$ cat src/rtl/uart_pkg.sv
// rtl/uart_pkg.sv - shared types for the UART receive path
package uart_pkg;

    // Widest frame the entry format can carry; narrower words are zero-extended.
    localparam int MAX_DATA_W = 9;

    typedef enum logic [1:0] {
        PAR_NONE = 2'b00,
        PAR_EVEN = 2'b01,
        PAR_ODD  = 2'b10
    } par_mode_t;

    typedef enum logic [2:0] {
        ST_IDLE   = 3'd0,
        ST_START  = 3'd1,
        ST_DATA   = 3'd2,
        ST_PARITY = 3'd3,
        ST_STOP1  = 3'd4,
        ST_STOP2  = 3'd5
    } rx_state_t;

    typedef struct packed {
        logic [MAX_DATA_W-1:0] data;
        logic                  err_frame;
        logic                  err_parity;
    } rx_entry_t;

    // The unused encoding 2'b11 behaves as no parity.
    function automatic par_mode_t decode_parity(input logic [1:0] sel);
        case (sel)
            2'b01:   return PAR_EVEN;
            2'b10:   return PAR_ODD;
            default: return PAR_NONE;
        endcase
    endfunction

endpackage

$ cat src/rtl/uart_rx_deframer.sv
// rtl/uart_rx_deframer.sv - serial line deframer producing one FIFO entry per frame
module uart_rx_deframer
    import uart_pkg::*;
#(
    parameter int DATA_W = 8,
    parameter int DIV_W  = 16
) (
    input  logic             clk,
    input  logic             resetn,
    input  logic             rx,
    input  logic [DIV_W-1:0] div,
    input  logic [1:0]       parity,
    input  logic             stop2,
    output rx_entry_t        word,
    output logic             push,
    output logic             busy
);

    localparam int BIT_W = $clog2(DATA_W + 1);

    rx_state_t         state;
    rx_state_t         state_n;

    logic              rx_meta;
    logic              rx_sync;
    logic              rx_prev;

    logic [DIV_W-1:0]  cnt;
    logic [DIV_W-1:0]  div_l;
    par_mode_t         par_l;
    logic              stop2_l;

    logic [BIT_W-1:0]  bit_idx;
    logic [DATA_W-1:0] shreg;
    logic              err_frame_r;
    logic              err_par_r;

    logic              mid_hit;
    logic              full_hit;

    logic              cnt_clr;
    logic              latch_cfg;
    logic              shift_en;
    logic              par_chk;
    logic              stop_chk;
    logic              finish;

    // The start bit is judged at its middle; every later bit lies a full period on.
    assign mid_hit  = (cnt == (div_l >> 1));
    assign full_hit = (cnt == div_l);
    assign busy     = (state != ST_IDLE);

    // State register.
    always_ff @(posedge clk) begin
        if (!resetn) begin
            state <= ST_IDLE;
        end else begin
            state <= state_n;
        end
    end

    // Next-state and per-cycle datapath strobes.
    always_comb begin
        state_n   = state;
        cnt_clr   = 1'b0;
        latch_cfg = 1'b0;
        shift_en  = 1'b0;
        par_chk   = 1'b0;
        stop_chk  = 1'b0;
        finish    = 1'b0;
        case (state)
            ST_IDLE: begin
                if (rx_prev && !rx_sync) begin
                    state_n   = ST_START;
                    cnt_clr   = 1'b1;
                    latch_cfg = 1'b1;
                end
            end
            ST_START: begin
                if (mid_hit) begin
                    cnt_clr = 1'b1;
                    state_n = rx_sync ? ST_IDLE : ST_DATA;
                end
            end
            ST_DATA: begin
                if (full_hit) begin
                    cnt_clr  = 1'b1;
                    shift_en = 1'b1;
                    if (bit_idx == BIT_W'(DATA_W - 1)) begin
                        state_n = (par_l != PAR_NONE) ? ST_PARITY : ST_STOP1;
                    end
                end
            end
            ST_PARITY: begin
                if (full_hit) begin
                    cnt_clr = 1'b1;
                    par_chk = 1'b1;
                    state_n = ST_STOP1;
                end
            end
            ST_STOP1: begin
                if (full_hit) begin
                    cnt_clr  = 1'b1;
                    stop_chk = 1'b1;
                    if (stop2_l) begin
                        state_n = ST_STOP2;
                    end else begin
                        state_n = ST_IDLE;
                        finish  = 1'b1;
                    end
                end
            end
            ST_STOP2: begin
                if (full_hit) begin
                    cnt_clr  = 1'b1;
                    stop_chk = 1'b1;
                    finish   = 1'b1;
                    state_n  = ST_IDLE;
                end
            end
            default: begin
                state_n = ST_IDLE;
            end
        endcase
    end

    // Synchroniser, bit timer, frame config capture, shift register and result word.
    always_ff @(posedge clk) begin
        if (!resetn) begin
            rx_meta     <= 1'b1;
            rx_sync     <= 1'b1;
            rx_prev     <= 1'b1;
            cnt         <= '0;
            div_l       <= '0;
            par_l       <= PAR_NONE;
            stop2_l     <= 1'b0;
            bit_idx     <= '0;
            shreg       <= '0;
            err_frame_r <= 1'b0;
            err_par_r   <= 1'b0;
            word        <= '0;
            push        <= 1'b0;
        end else begin
            rx_meta <= rx;
            rx_sync <= rx_meta;
            rx_prev <= rx_sync;
            push    <= finish;

            cnt <= cnt_clr ? '0 : cnt + DIV_W'(1);

            if (latch_cfg) begin
                div_l       <= div;
                par_l       <= decode_parity(parity);
                stop2_l     <= stop2;
                bit_idx     <= '0;
                err_frame_r <= 1'b0;
                err_par_r   <= 1'b0;
            end

            if (shift_en) begin
                shreg   <= {rx_sync, shreg[DATA_W-1:1]};
                bit_idx <= bit_idx + BIT_W'(1);
            end

            if (par_chk) begin
                err_par_r <= (rx_sync != ((^shreg) ^ (par_l == PAR_ODD)));
            end

            if (stop_chk && !rx_sync) begin
                err_frame_r <= 1'b1;
            end

            // The final stop sample lands on this same edge, so fold it in directly.
            if (finish) begin
                word.data       <= MAX_DATA_W'(shreg);
                word.err_frame  <= err_frame_r | ~rx_sync;
                word.err_parity <= err_par_r;
            end
        end
    end

endmodule

$ cat src/rtl/uart_rx_fifo.sv
// rtl/uart_rx_fifo.sv - UART receiver with a DEPTH-entry receive FIFO and sticky overrun
module uart_rx_fifo
    import uart_pkg::*;
#(
    parameter int DATA_W = 8,
    parameter int DEPTH  = 8,
    parameter int DIV_W  = 16
) (
    input  logic                       i_clk,
    input  logic                       i_rst,
    input  logic                       i_rx,
    input  logic [DIV_W-1:0]           i_div,
    input  logic [1:0]                 i_parity,
    input  logic                       i_stop2,
    input  logic                       i_read,
    input  logic                       i_clr_ovr,
    output logic                       o_ready,
    output logic [DATA_W-1:0]          o_data,
    output logic                       o_err_frame,
    output logic                       o_err_parity,
    output logic                       o_overrun,
    output logic [$clog2(DEPTH+1)-1:0] o_count,
    output logic                       o_busy
);

    localparam int ADDR_W = $clog2(DEPTH);
    localparam int PTR_W  = ADDR_W + 1;
    localparam int CNT_W  = $clog2(DEPTH + 1);

    rx_entry_t        word;
    rx_entry_t        head;
    logic             push;

    rx_entry_t        mem [DEPTH];
    logic [PTR_W-1:0] wr_ptr;
    logic [PTR_W-1:0] rd_ptr;

    logic             empty;
    logic             full;
    logic             do_read;
    logic             do_write;
    logic             drop;
    logic             unused_pad;

    uart_rx_deframer #(
        .DATA_W (DATA_W),
        .DIV_W  (DIV_W)
    ) u_deframer (
        .clk    (i_clk),
        .resetn (i_rst),
        .rx     (i_rx),
        .div    (i_div),
        .parity (i_parity),
        .stop2  (i_stop2),
        .word   (word),
        .push   (push),
        .busy   (o_busy)
    );

    // The extra wrap bit separates full from empty when the low bits match.
    assign empty    = (wr_ptr == rd_ptr);
    assign full     = (wr_ptr[ADDR_W-1:0] == rd_ptr[ADDR_W-1:0]) &&
                      (wr_ptr[ADDR_W] != rd_ptr[ADDR_W]);
    assign do_read  = i_read && !empty;
    assign do_write = push && (!full || do_read);
    assign drop     = push && full && !do_read;

    // Head entry straight from storage; storage is cleared on reset so it never reads X.
    assign head         = mem[rd_ptr[ADDR_W-1:0]];
    assign o_ready      = !empty;
    assign o_data       = head.data[DATA_W-1:0];
    assign o_err_frame  = head.err_frame;
    assign o_err_parity = head.err_parity;
    assign unused_pad   = ^(head.data >> DATA_W);

    // Storage, pointers, occupancy and sticky overrun.
    always_ff @(posedge i_clk) begin
        if (!i_rst) begin
            wr_ptr    <= '0;
            rd_ptr    <= '0;
            o_count   <= '0;
            o_overrun <= 1'b0;
            for (int i = 0; i < DEPTH; i++) begin
                mem[i] <= '0;
            end
        end else begin
            if (do_write) begin
                mem[wr_ptr[ADDR_W-1:0]] <= word;
                wr_ptr                  <= wr_ptr + PTR_W'(1);
            end
            if (do_read) begin
                rd_ptr <= rd_ptr + PTR_W'(1);
            end
            if (do_write && !do_read) begin
                o_count <= o_count + CNT_W'(1);
            end else if (do_read && !do_write) begin
                o_count <= o_count - CNT_W'(1);
            end
            if (drop) begin
                o_overrun <= 1'b1;
            end else if (i_clr_ovr) begin
                o_overrun <= 1'b0;
            end
        end
    end

endmodule
$ cat config.mk
export PLATFORM = sky130hd
export DESIGN_NAME = uart_rx_fifo
export DESIGN_NICKNAME = d
export VERILOG_FILES = /design/src/rtl/uart_pkg.sv /design/src/rtl/uart_rx_deframer.sv /design/src/rtl/uart_rx_fifo.sv
export SDC_FILE = /design/constraint.sdc
export NUM_CORES = 1
export LEC_CHECK = 0
export ABC_AREA = 1
export CORE_MARGIN = 3
export CORE_UTILIZATION = 40
export CTS_BUF_LIST = sky130_fd_sc_hd__clkbuf_4 sky130_fd_sc_hd__clkbuf_8
export CTS_CLUSTER_DIAMETER = 150
export DETAILED_ROUTE_END_ITERATION = 6
export GPL_TIMING_DRIVEN = 0
export PLACE_DENSITY = 0.65
export SYNTH_ARGS = -nofsm -noshare
export SYNTH_HDL_FRONTEND = slang
export SYNTH_SLANG_ARGS = --single-unit
$ cat constraint.sdc
create_clock -name i_clk -period 3.5 [get_ports i_clk]
set_input_delay 0.7 -clock i_clk [delete_from_list [all_inputs] [get_ports i_clk]]
set_output_delay 0.7 -clock i_clk [all_outputs]
set_load 0.01 [all_outputs]
==> results of run 1 <==
layout by cell type, fill, tap and decap left out, drive strengths merged, types with 6 or more instances in the layout:
cell	Yosys	routed
a21oi	35	35
a31oi	10	10
buf	17	17
clkbuf	23	42
clkdlybuf4s50	0	40
clkinv	10	14
dfxtp	82	82
edfxtp	80	80
ha	7	7
inv	74	76
nand2	175	175
nand3	25	25
nor2	257	257
nor3	10	10
o21ai	80	80
o22ai	10	10
xnor2	6	6
xor2	22	22
synthesized netlist by cell type (2+ instances only):
master / count
sky130_fd_sc_hd__nor3_1: 8
sky130_fd_sc_hd__nand4_1: 3
sky130_fd_sc_hd__inv_1: 67
sky130_fd_sc_hd__nor2_1: 248
sky130_fd_sc_hd__nor4_1: 4
sky130_fd_sc_hd__ha_1: 7
sky130_fd_sc_hd__xnor2_1: 6
sky130_fd_sc_hd__xor2_1: 22
sky130_fd_sc_hd__buf_2: 10
sky130_fd_sc_hd__clkbuf_1: 21
sky130_fd_sc_hd__buf_6: 3
sky130_fd_sc_hd__nand3_1: 24
sky130_fd_sc_hd__a31oi_1: 10
sky130_fd_sc_hd__dfxtp_1: 82
sky130_fd_sc_hd__or2_2: 3
sky130_fd_sc_hd__o21ai_0: 80
sky130_fd_sc_hd__nand3b_1: 2
sky130_fd_sc_hd__o22ai_1: 10
sky130_fd_sc_hd__nor3_2: 2
sky130_fd_sc_hd__and3_1: 2
sky130_fd_sc_hd__edfxtp_1: 80
sky130_fd_sc_hd__buf_4: 2
sky130_fd_sc_hd__buf_1: 2
sky130_fd_sc_hd__nor2_4: 2
sky130_fd_sc_hd__nor2_2: 7
sky130_fd_sc_hd__nand2_1: 173
sky130_fd_sc_hd__inv_2: 6
sky130_fd_sc_hd__clkinv_1: 10
sky130_fd_sc_hd__a21oi_1: 34
registers in the layout, summed over array words and instances, names as in the netlist, 3 cells and up, named ones only:
| signal | flops |
|---|---|
| wr_ptr | 4 |
| o_count | 4 |
| mem | 80 |
| u_deframer.div_l | 16 |
| u_deframer.state | 3 |
| rd_ptr | 4 |
| u_deframer.shreg | 8 |
| u_deframer.bit_idx | 4 |
| u_deframer.word | 10 |
| u_deframer.cnt | 16 |
critical path: cells and delay by family (launching register included):
kind            cells  cell delay [ps]
flops               1              370
buf+inv             3             1150
simple gates        2              180
compound gates      2              480
power groups by stage:
stage	logic (W)	registers, W	clock network, W
floorplan	0.00122	0.00231	0
global placement	0.00185	0.00234	0
detailed placement	0.00187	0.00234	0
CTS	0.00188	0.00230	0.00153
global route	0.00211	0.00233	0.00162
finish	0.00187	0.00230	0.00150
worst max path at each step:
stage | end | cells after the start | slack, ps
final | o_err_parity | 7 | 160
after global routing | o_data[6] | 7 | 60
after CTS | o_err_parity | 7 | 160
after detailed placement | o_count[3]$_SDFFE_PN0P_ | 13 | 420
after global placement | o_count[3]$_SDFFE_PN0P_ | 13 | 410
after floorplan | o_count[3]$_SDFFE_PN0P_ | 12 | 1080
routing by layer:
metal | part of all wire | vias up
met5 | 0 | -
met4 | 0.011 | 0
met3 | 0.037 | 14
met2 | 0.45 | 119
met1 | 0.51 | 2779
li1 | - | 3175
area by class of cell:
type                       instances  area (sq um)
inverter                          84           318
buffer                            40           204
multi-input combinational        658          3050
tap                              229           287
fill                            1768          9600
clock buffer                      19           249
sequential                       162          4040
timing repair buffer              40           400
clock inverter                    12           181
through the flow:
stage / hold WS, ps / area (sq um) / power [W] / util / setup WS, ps
6_report: 420 / 8730 / 0.00566 / 0.476 / 164
3_5_place_dp: 406 / 8300 / 0.00421 / 0.453 / 416
4_1_cts: 420 / 8730 / 0.00571 / 0.476 / 162
3_3_place_gp: 404 / 8300 / 0.00418 / 0.453 / 411
5_1_grt: 441 / 8730 / 0.00606 / 0.476 / 57.8
2_1_floorplan: 393 / 7620 / 0.00353 / - / 1080
cell families (layout without fill, tap and decap cells):
| group | after synthesis | count (layout) |
|---|---|---|
| simple gates | 482 | 482 |
| flops | 162 | 162 |
| compound gates | 140 | 140 |
| buf+inv | 124 | 195 |
| xor+xnor | 28 | 28 |
| fa+ha+maj | 8 | 8 |
==> flow_summary.rst, run 1 <==
.. list-table::
   :header-rows: 1

   * - Metric
     - Value
   * - Portion of netlist area occupied by mux cells
     - 0
   * - Fraction of power consumed by combinational cells
     - 0.330
   * - Internal power of the cells
     - 0.00367 W
   * - Arithmetic-cell share of the synthesized area counting full adders, half adders and majority gates
     - 0.0141
   * - Number of DRC violations after detailed routing
     - 0
   * - Nature of the critical path startpoint
     - register
   * - Critical register-to-register path startpoint
     - wr_ptr[0]$_SDFFE_PN0N_
   * - Number of nets produced by synthesis
     - 976
   * - Slew Limit Fails
     - 0
   * - End point of the most critical hold path
     - u_deframer.rx_sync$_SDFF_PN1_
   * - DIE AREA
     - 20,700 sq um
   * - Antenna violations before repair
     - 0
   * - Met2 usage
     - 0.271
   * - Hold Path Stages
     - 1
   * - Clock tree sinks
     - 162
   * - Starting Density
     - 0.416
   * - Net switching power of the design
     - 0.00199 W
   * - Capture instance of the worst register-to-register path
     - o_count[3]$_SDFFE_PN0P_
   * - Switching portion of total power
     - 0.351
   * - Number of buffer cells added on primary ports
     - 40
   * - Hold Startpoint
     - u_deframer.rx_meta$_SDFF_PN1_
   * - Yosys warns
     - 0
   * - Post-synthesis cell area
     - 7620 sq um
   * - Number of vias after detailed routing
     - 6,087
   * - Die height
     - 144 microns
   * - Number of placed instances with taps included
     - 1,213
   * - Number of nets in the finished design
     - 1,035
   * - Async set or reset register ratio after synthesis
     - 0
   * - Area share of the leading cell type in the synthesized netlist
     - 0.315
   * - Number of buffers created by CTS
     - 17
   * - Maximum number of pins on one net before global-route repair
     - 17
   * - Post-synthesis area per instance
     - 8.07 sq um
   * - Distinct cell type count after synthesis
     - 43
   * - Number of antenna-violating nets in the routed design
     - 0
   * - Clock latency on the worst-skew pair
     - 450 ps
   * - Clock share of power
     - 0.264
   * - First-iteration detailed-routing DRC count
     - 382
   * - Stage delay of the slowest cell on the critical path
     - 590 ps
   * - TritonCTS clock tree
     - built
   * - Worst Path Required
     - 2800 ps
   * - Total Neg Setup Slack
     - 0 ps
   * - Top-Level Pins
     - 41
   * - # setup viols final
     - 0
   * - CTS max path bufs
     - 2
   * - Met1 global-route usage
     - 0.258
   * - Hpwl dp
     - 12,200 microns
   * - Root Driver
     - sky130_fd_sc_hd__clkbuf_8
   * - Die width
     - 144 microns
   * - Leak Pwr
     - 3.48 nW
   * - Xor and xnor area share after synthesis
     - 0.0322
   * - Unrepaired setup endpoints after global routing
     - no
   * - Seq pwr share
     - 0.406
   * - Fraction of met3 tracks used by global routing
     - 0.0377
   * - Final hold viol count
     - 0
   * - Highest fanout seen on the critical path
     - 10
   * - GPL Wtd Cong
     - 0.882
   * - Fmax achieved
     - 300 MHz
   * - Worst Path Class, Setup
     - register to output port
   * - Sequence of cells on the critical path
     - inv_1, clkbuf_1, nor2_1, o22ai_1, nor2_1, a31oi_1, clkdlybuf4s50_1
   * - Total of max-cap violations
     - 0
   * - CTS Hold Buffers Added
     - 0
   * - Complex-gate fraction of the synthesized area
     - 0.0974
   * - Cell repeated most along the worst path
     - sky130_fd_sc_hd__nor2_1
   * - Transition time at the pin with the least slew margin
     - 617 ps
   * - Number of enable flip-flop cells after synthesis
     - 80
   * - Largest family of logic cells by synthesized area
     - simple AND/OR/NAND/NOR gates
   * - Final Cycle Share
     - 0.953
   * - Number of buffers added for setup after CTS
     - 0
   * - Slowest cell on the critical path
     - sky130_fd_sc_hd__clkdlybuf4s50_1
   * - Nature of the critical path endpoint
     - output port
   * - Diode insertion count for antenna repair
     - 0
   * - Post-cts resize count
     - 0
   * - Clock transition at the registers of the reported paths
     - 80 ps
   * - Result of the run
     - completed
   * - Yosys reg bits
     - 162
   * - Share of final-layout standard cells stronger than drive strength 1
     - 0.0729
   * - Top Usage Layer GRT
     - met2
   * - Total overflow reported by the global router
     - 0
   * - Final critical delay including setup and external delays
     - 3340 ps
   * - Total Routed Length
     - 17,800 microns
   * - Cell depth of the worst flop-to-flop path
     - 15
   * - Synth Instances
     - 944
   * - Most common flop cell mapped by yosys
     - sky130_fd_sc_hd__dfxtp_1
   * - Yosys top cell by area
     - sky130_fd_sc_hd__edfxtp_1
   * - Final Skew
     - 10.3 ps
   * - Power density over the cells
     - 648 nW/um^2
   * - H-tree levels
     - 4
   * - Number of global-route vias before repair
     - 5,555
   * - Global-route usage over all layers
     - 0.178
   * - Share of synthesized area occupied by flip-flops and latches
     - 0.531
   * - Arrival time at the worst endpoint
     - 2640 ps
   * - Max-slew headroom at the worst pin
     - 0.588
   * - Global-route wire length before repair
     - 28,600 microns
   * - Path type of the worst min-delay path
     - register to register
   * - Cell types with the largest area share after synthesis
     - sky130_fd_sc_hd__edfxtp_1, sky130_fd_sc_hd__dfxtp_1, sky130_fd_sc_hd__nor2_1
   * - Std-Cell Rows
     - 49
   * - Placeable core area
     - 18,300 sq um
   * - Synthesized-area fraction occupied by and/or/nand/nor cells
     - 0.257
   * - Maximum resistive drop on vdd
     - 300 uV
   * - Routed WL per cell
     - 14.3 microns
   * - Setup slack of the worst register-to-register path
     - 800 ps
   * - Drt pass-1 iters
     - 6
   * - Avg Vias per Cell
     - 4.89
   * - Post-route non-filler standard cell count
     - 1,244
   * - Area overhead of the layout relative to synthesis
     - 14.7%
Power figures use the tool's default switching activity.
==> run 2, diff against run 1 <==
Settings changed: REMOVE_ABC_BUFFERS set to 1, SLEW_MARGIN set to 20.
==> run 2 against run 1 <==
  * Clock skew is 5.1 ps higher
  * Final cell count is 2.8% lower
  * Setup slack better by 120 ps
  * Combinational power is 6% lower
  * Sequential power hardly changed
  * Clock power is 13% lower
  * Die area stayed put
  * Maximum frequency is 3.9% higher
  * Critical endpoint is now o_data[2]
  * Non-clock buffer count is 38 lower
  * Core utilization is 1.1 points lower
  * Final area is 2.3% lower
  * Sequential share of layout area is 1.1 points higher
==> flow_summary.rst, run 2 (synthesis results as in run 1) <==
.. list-table::
   :header-rows: 1

   * - Metric
     - Value
   * - Path type of the worst min-delay path
     - register to register
   * - Placeable core area
     - 18,300 sq um (unchanged)
   * - Root Driver
     - sky130_fd_sc_hd__clkbuf_8
   * - Largest registers
     - mem x80, u_deframer.cnt x16, u_deframer.div_l x16
   * - Avg Vias per Cell
     - 4.90 (+0.24%)
   * - Total placed instance area
     - 8140 sq um (-2.0%)
   * - Area of all placed cells without fillers
     - 8540 sq um (-2.3%)
   * - Global-route wire length before repair
     - 26,300 microns (-8.0%)
   * - Hold Startpoint
     - u_deframer.rx_meta$_SDFF_PN1_
   * - Diode insertion count for antenna repair
     - 0 (unchanged)
   * - Worst Path Required
     - 2800 ps (about the same)
   * - Number of DRC violations after detailed routing
     - 0 (unchanged)
   * - Total Routed Length
     - 15,700 microns (-12%)
   * - Hpwl dp
     - 10,600 microns (-14%)
   * - Dominant delay contributor by cell family on the critical path
     - buffers and inverters
   * - Final Skew
     - 15.4 ps (+5.06 ps)
   * - GPL Wtd Cong
     - 0.842 (-4.6%)
   * - Number of buffer cells added on primary ports
     - 40 (unchanged)
   * - Number of buffers added for setup after CTS
     - 0 (unchanged)
   * - Antenna violations before repair
     - 0 (unchanged)
   * - Slack of the critical path
     - 289 ps (+125 ps)
   * - Leak Pwr
     - 3.37 nW (-3.0%)
   * - Number of vias after detailed routing
     - 5,930 (-2.6%)
   * - Number of nets in the finished design
     - 999 (-3.5%)
   * - Critical path buffer and inverter count
     - 3 (unchanged)
   * - First-iteration detailed-routing DRC count
     - 341 (-11%)
   * - Clock transition at the registers of the reported paths
     - 90 ps (about the same)
   * - Starting Density
     - 0.416 (unchanged)
   * - Top-Level Pins
     - 41 (unchanged)
   * - Leading cell type in the layout, fill and taps excluded
     - sky130_fd_sc_hd__nor2_1
   * - Die width
     - 144 microns (unchanged)
   * - Share of final-layout standard cells stronger than drive strength 1
     - 0.0694 (-0.00352)
   * - CTS max path bufs
     - 2 (unchanged)
   * - Total of max-cap violations
     - 0 (unchanged)
   * - Sequence of cells on the critical path
     - buf_12, clkinvlp_4, o21ai_0, o22ai_1, nor2_1, a31oi_1, clkdlybuf4s50_1
   * - TritonCTS clock tree
     - built
   * - Unrepaired setup endpoints after global routing
     - no
   * - Die height
     - 144 microns (unchanged)
   * - Final Cycle Share
     - 0.917 (-0.0357)
   * - Top Usage Layer GRT
     - met2
   * - Filler instances
     - 1,760 (-0.45%)
   * - Routed WL per cell
     - 13.0 microns (-9.3%)
   * - Placement-stage worst setup slack
     - 199 ps (-217 ps)
   * - Number of antenna-violating nets in the routed design
     - 0 (unchanged)
   * - Final Power
     - 0.00540 W (-4.7%)
   * - Nature of the critical path endpoint
     - output port
   * - Largest register by flop count
     - mem
   * - Maximum resistive drop on vdd
     - 360 uV (+20%)
   * - Met1 global-route usage
     - 0.223 (-0.0345)
   * - Arrival time at the worst endpoint
     - 2510 ps (-130 ps)
   * - Stage delay of the slowest cell on the critical path
     - 520 ps (-70 ps)
   * - Critical register-to-register path startpoint
     - wr_ptr[0]$_SDFFE_PN0N_
   * - DIE AREA
     - 20,700 sq um (unchanged)
   * - Met2 usage
     - 0.246 (-0.0252)
   * - Fraction of met3 tracks used by global routing
     - 0.0354 (-0.00231)
   * - Post-layout utilization of the core
     - 0.466 (-0.0109)
   * - H-tree levels
     - 4 (unchanged)
   * - Slew Limit Fails
     - 0 (unchanged)
   * - Maximum number of pins on one net before global-route repair
     - 43 (+26)
   * - Total overflow reported by the global router
     - 0 (unchanged)
   * - Number of global-route vias before repair
     - 5,411 (-2.6%)
   * - Final hold viol count
     - 0 (unchanged)
   * - Nature of the critical path startpoint
     - register
   * - Highest fanout seen on the critical path
     - 40 (+30)
   * - Global-route usage over all layers
     - 0.159 (-0.0186)
   * - Max-slew headroom at the worst pin
     - 0.563 (-0.0259)
   * - Max reg flops
     - 80 (unchanged)
   * - Result of the run
     - completed
   * - Final critical delay including setup and external delays
     - 3210 ps (-125 ps)
   * - Power density over the cells
     - 632 nW/um^2 (-2.4%)
   * - Std-Cell Rows
     - 49 (unchanged)
   * - Hold slack final
     - 420 ps (-0.443 ps)
   * - Clock latency on the worst-skew pair
     - 460 ps (about the same)
   * - # setup viols final
     - 0 (unchanged)
   * - Most used cells in the layout excluding fill and tap cells
     - sky130_fd_sc_hd__nor2_1, sky130_fd_sc_hd__nand2_1, sky130_fd_sc_hd__o21ai_0, sky130_fd_sc_hd__dfxtp_1, sky130_fd_sc_hd__edfxtp_1
   * - Area overhead of the layout relative to synthesis
     - 12.1%
   * - Number of buffers created by CTS
     - 17 (unchanged)
   * - Clock tree sinks
     - 162 (unchanged)
   * - Fmax achieved
     - 311 MHz (+3.9%)
   * - Worst Path Class, Setup
     - register to output port
   * - Slowest cell on the critical path
     - sky130_fd_sc_hd__clkdlybuf4s50_1
   * - Transition time at the pin with the least slew margin
     - 655 ps (+38.1 ps)
   * - Drt pass-1 iters
     - 4 (-2)
==> run 2: final timing paths <==
kind                                    to  slack [ps]  cells after the start
min reg2reg  u_deframer.rx_sync$_SDFF_PN1_         420                      1
max reg2reg        o_count[3]$_SDFFE_PN0P_         860                     14
min          u_deframer.rx_sync$_SDFF_PN1_         420                      1
max                              o_data[2]         290                      7
==> run 2: per-layer routing <==
metal | vias to the layer above | wire, microns
met5 | - | 0
met4 | 0 | 225
met3 | 19 | 708
met2 | 103 | 7170
met1 | 2712 | 7570
li1 | 3096 | -
==> run 2: timing repair <==
item | 4_1_cts | 5_1_grt
gates resized for setup | 2 | 4
endpoints found under the setup margin | 10 | 10
gates cloned | 1 | 1
hold buffers | 0 | 0
endpoints found under the hold margin | 0 | 0
pin swaps | 0 | 0
==> run 2: power by group <==
group	switching, W	internal, W
combinational	0.00106	0.000707
clock	0.000753	0.000545
sequential	0.000176	0.00216
==> run 2: per-stage QoR <==
step / std cells / setup TNS (ps)
after CTS: 1208 / 0
final: 1209 / 0
after global placement: 1173 / -254590
after floorplan: 904 / 0
after detailed placement: 1175 / 0
after global routing: 1209 / 0
==> run 2: cell type report <==
cell class / count / area [sq um] / area share
Clock inverter: 13 / 118 / 0.0138
Tap cell: 229 / 287 / 0.0336
Sequential cell: 162 / 4050 / 0.474
Multi-Input combinational cell: 658 / 3050 / 0.358
Timing Repair Buffer: 42 / 435 / 0.0510
Inverter: 84 / 325 / 0.0381
Timing Repair inverter: 2 / 15.0 / 0.00176
Clock buffer: 19 / 255 / 0.0299
==> run 3, diff against run 2 <==
Settings changed: CTS_BUF_LIST sky130_fd_sc_hd__clkbuf_4 sky130_fd_sc_hd__clkbuf_8 to sky130_fd_sc_hd__clkbuf_8 sky130_fd_sc_hd__clkbuf_16, PLACE_DENSITY 0.65 to 0.55.
Clock period 3.5 ns to 3.98 ns, I/O delays scaled along.
==> run 3 against run 2 <==
  * Hold slack got worse by 4.2 ps
  * Clock power increased by 22%
  * Routed wire length rose by 11%
  * Largest power group unchanged
  * Register-to-register slack gained 430 ps
  * Final area rose by 2.1%
  * Sequential power decreased by 12%
  * Highest routed layer unchanged
  * Count of clock-buffer cells in the layout down 2
  * Critical endpoint is now o_err_parity
  * Clock skew is 8.6 ps lower
==> flow_summary.rst, run 3 (synthesis results as in run 1) <==
.. list-table::
   :header-rows: 1

   * - Metric
     - Value
   * - TritonCTS clock tree
     - built
   * - Total Routed Length
     - 17,400 microns (+11%)
   * - Diode insertion count for antenna repair
     - 0 (unchanged)
   * - Share of final-layout standard cells stronger than drive strength 1
     - 0.0634 (-0.00599)
   * - Number of vias after detailed routing
     - 5,956 (+0.44%)
   * - Capture instance of the worst register-to-register path
     - o_count[3]$_SDFFE_PN0P_
   * - Critical register-to-register path startpoint
     - wr_ptr[0]$_SDFFE_PN0N_
   * - Power density over the cells
     - 599 nW/um^2 (-5.3%)
   * - Area of all placed cells without fillers
     - 8720 sq um (+2.1%)
   * - Max-slew headroom at the worst pin
     - 0.531 (-0.0319)
   * - Transition time at the pin with the least slew margin
     - 703 ps (+47.8 ps)
   * - Largest register by flop count
     - mem
   * - Final Power
     - 0.00522 W (-3.3%)
   * - Starting Density
     - 0.416 (unchanged)
   * - Total overflow reported by the global router
     - 0 (unchanged)
   * - Total of max-cap violations
     - 0 (unchanged)
   * - Leak Pwr
     - 3.47 nW (+2.7%)
   * - Highest fanout seen on the critical path
     - 21 (-48%)
   * - DIE AREA
     - 20,700 sq um (unchanged)
   * - Largest registers
     - mem x80, u_deframer.cnt x16, u_deframer.div_l x16
   * - Final hold viol count
     - 0 (unchanged)
   * - End point of the most critical hold path
     - u_deframer.rx_sync$_SDFF_PN1_
   * - Std-Cell Rows
     - 49 (unchanged)
   * - Hold slack final
     - 415 ps (-4.23 ps)
   * - Unrepaired setup endpoints after global routing
     - no
   * - Number of global-route vias before repair
     - 5,659 (+4.6%)
   * - CTS max path bufs
     - 2 (unchanged)
   * - Hold Startpoint
     - u_deframer.rx_meta$_SDFF_PN1_
   * - Number of DRC violations after detailed routing
     - 0 (unchanged)
   * - First-iteration detailed-routing DRC count
     - 327 (-4.1%)
   * - Clock transition at the registers of the reported paths
     - 60 ps (-30 ps)
   * - Leading cell type in the layout, fill and taps excluded
     - sky130_fd_sc_hd__nor2_1
   * - # setup viols final
     - 0 (unchanged)
   * - Area overhead of the layout relative to synthesis
     - 14.4%
   * - Total placed instance area
     - 8140 sq um (about the same)
   * - Slew Limit Fails
     - 0 (unchanged)
   * - Hpwl dp
     - 11,500 microns (+9.0%)
   * - Maximum resistive drop on vdd
     - 343 uV (-4.5%)
   * - Result of the run
     - completed
   * - H-tree levels
     - 4 (unchanged)
   * - Worst Path Required
     - 3180 ps (+380 ps)
   * - Antenna violations before repair
     - 0 (unchanged)
   * - Max reg flops
     - 80 (unchanged)
   * - Worst Path Class, Setup
     - register to output port
   * - Global-route wire length before repair
     - 28,500 microns (+8.4%)
   * - Final critical delay including setup and external delays
     - 3640 ps
   * - Placeable core area
     - 18,300 sq um (unchanged)
   * - Path type of the worst min-delay path
     - register to register
   * - Final Cycle Share
     - 0.915
   * - Number of buffers created by CTS
     - 17 (unchanged)
   * - Number of buffer cells added on primary ports
     - 40 (unchanged)
   * - Post-layout utilization of the core
     - 0.476 (+0.00990)
   * - Clock tree sinks
     - 162 (unchanged)
   * - Final Skew
     - 6.81 ps (-8.56 ps)
   * - Drt pass-1 iters
     - 5 (+1)
   * - Die width
     - 144 microns (unchanged)
   * - Fmax achieved
     - 275 MHz
   * - Top-Level Pins
     - 41 (unchanged)
   * - Avg Vias per Cell
     - 4.93 (+0.60%)
   * - Routed WL per cell
     - 14.4 microns (+11%)
   * - Global-route usage over all layers
     - 0.176 (+0.0173)
   * - Maximum number of pins on one net before global-route repair
     - 43 (unchanged)
   * - Arrival time at the worst endpoint
     - 2840 ps (+330 ps)
   * - Setup slack of the worst register-to-register path
     - 1290 ps (+430 ps)
   * - Cell depth of the worst flop-to-flop path
     - 14 (unchanged)
   * - Root Driver
     - sky130_fd_sc_hd__clkbuf_16
   * - Nature of the critical path endpoint
     - output port
   * - Number of antenna-violating nets in the routed design
     - 0 (unchanged)
   * - Most used cells in the layout excluding fill and tap cells
     - sky130_fd_sc_hd__nor2_1, sky130_fd_sc_hd__nand2_1, sky130_fd_sc_hd__o21ai_0, sky130_fd_sc_hd__dfxtp_1, sky130_fd_sc_hd__edfxtp_1
   * - Hold Path Stages
     - 1 (unchanged)
   * - Clock latency on the worst-skew pair
     - 430 ps (-30 ps)
   * - GPL Wtd Cong
     - 0.812 (-3.6%)
   * - Number of nets in the finished design
     - 997 (-0.20%)
   * - Number of buffers added for setup after CTS
     - 0 (unchanged)
   * - Die height
     - 144 microns (unchanged)
   * - Nature of the critical path startpoint
     - register
-- run 3: changes by cell type in the layout (fill, tap and decap cells not counted), sizes merged --
cell and delta:
clkbuf -2, clkinvlp -1, clkinv +2, bufinv +2
inv -3
-- run 3: cell type report --
| type | instances | area [sq um] |
|---|---|---|
| Fill cell | 1821 | 9610 |
| Clock inverter | 15 | 146 |
| Clock buffer | 17 | 425 |
| Tap cell | 229 | 287 |
| Inverter | 84 | 318 |
| Timing Repair Buffer | 42 | 443 |
| Multi-Input combinational cell | 658 | 3050 |
| Sequential cell | 162 | 4050 |
-- run 3: what timing repair did --
| item | in CTS | in global routing |
|---|---|---|
| endpoints found under the setup margin | 1 | 0 |
| hold buffers | 0 | 0 |
| resized for setup | 1 | 0 |
-- run 3: metal layers --
layer / share of wire / vias to the layer above / GRT usage
met3: 0.036 / 16 / 0.0321
met5: 0 / - / 0
met1: 0.51 / 2749 / 0.246
met4: 0.011 / 0 / 0.0515
li1: - / 3091 / -
met2: 0.44 / 100 / 0.282
-- run 3: worst max path at each step --
stage	slack, ps	endpoint	from	cells after the start
2_1_floorplan	1230	o_data[0]	register	5
5_1_grt	90	o_data[7]	register	6
3_3_place_gp	-1710	mem[6][3]$_SDFFCE_PN0P_	i_rst	5
4_1_cts	230	o_err_parity	register	6
3_5_place_dp	210	mem[6][3]$_SDFFCE_PN0P_	i_rst	5
6_report	340	o_err_parity	register	6
-- run 3: through the flow --
stage	worst slack (ps)	instances	setup TNS (ps)
after floorplan	1230	904	0
after global placement	-1710	1173	-206360
after detailed placement	215	1175	0
after CTS	234	1207	0
after global routing	87.6	1207	0
final	340	1207	0
-- run 3: where the power goes --
| part | switching, W | internal (W) | total, W |
|---|---|---|---|
| combinational | 0.000962 | 0.000617 | 0.00158 |
| sequential | 0.000153 | 0.00190 | 0.00205 |
| clock | 0.000673 | 0.000917 | 0.00159 |
-- run 3: critical path, cell delays in order (launching register included) --
cell and delay [ps]:
sky130_fd_sc_hd__dfxtp_2 460, sky130_fd_sc_hd__inv_1 580, sky130_fd_sc_hd__o21ai_0 210, sky130_fd_sc_hd__o22ai_1 190, sky130_fd_sc_hd__nor2_1 60, sky130_fd_sc_hd__a31oi_1 310
sky130_fd_sc_hd__clkdlybuf4s50_1 610
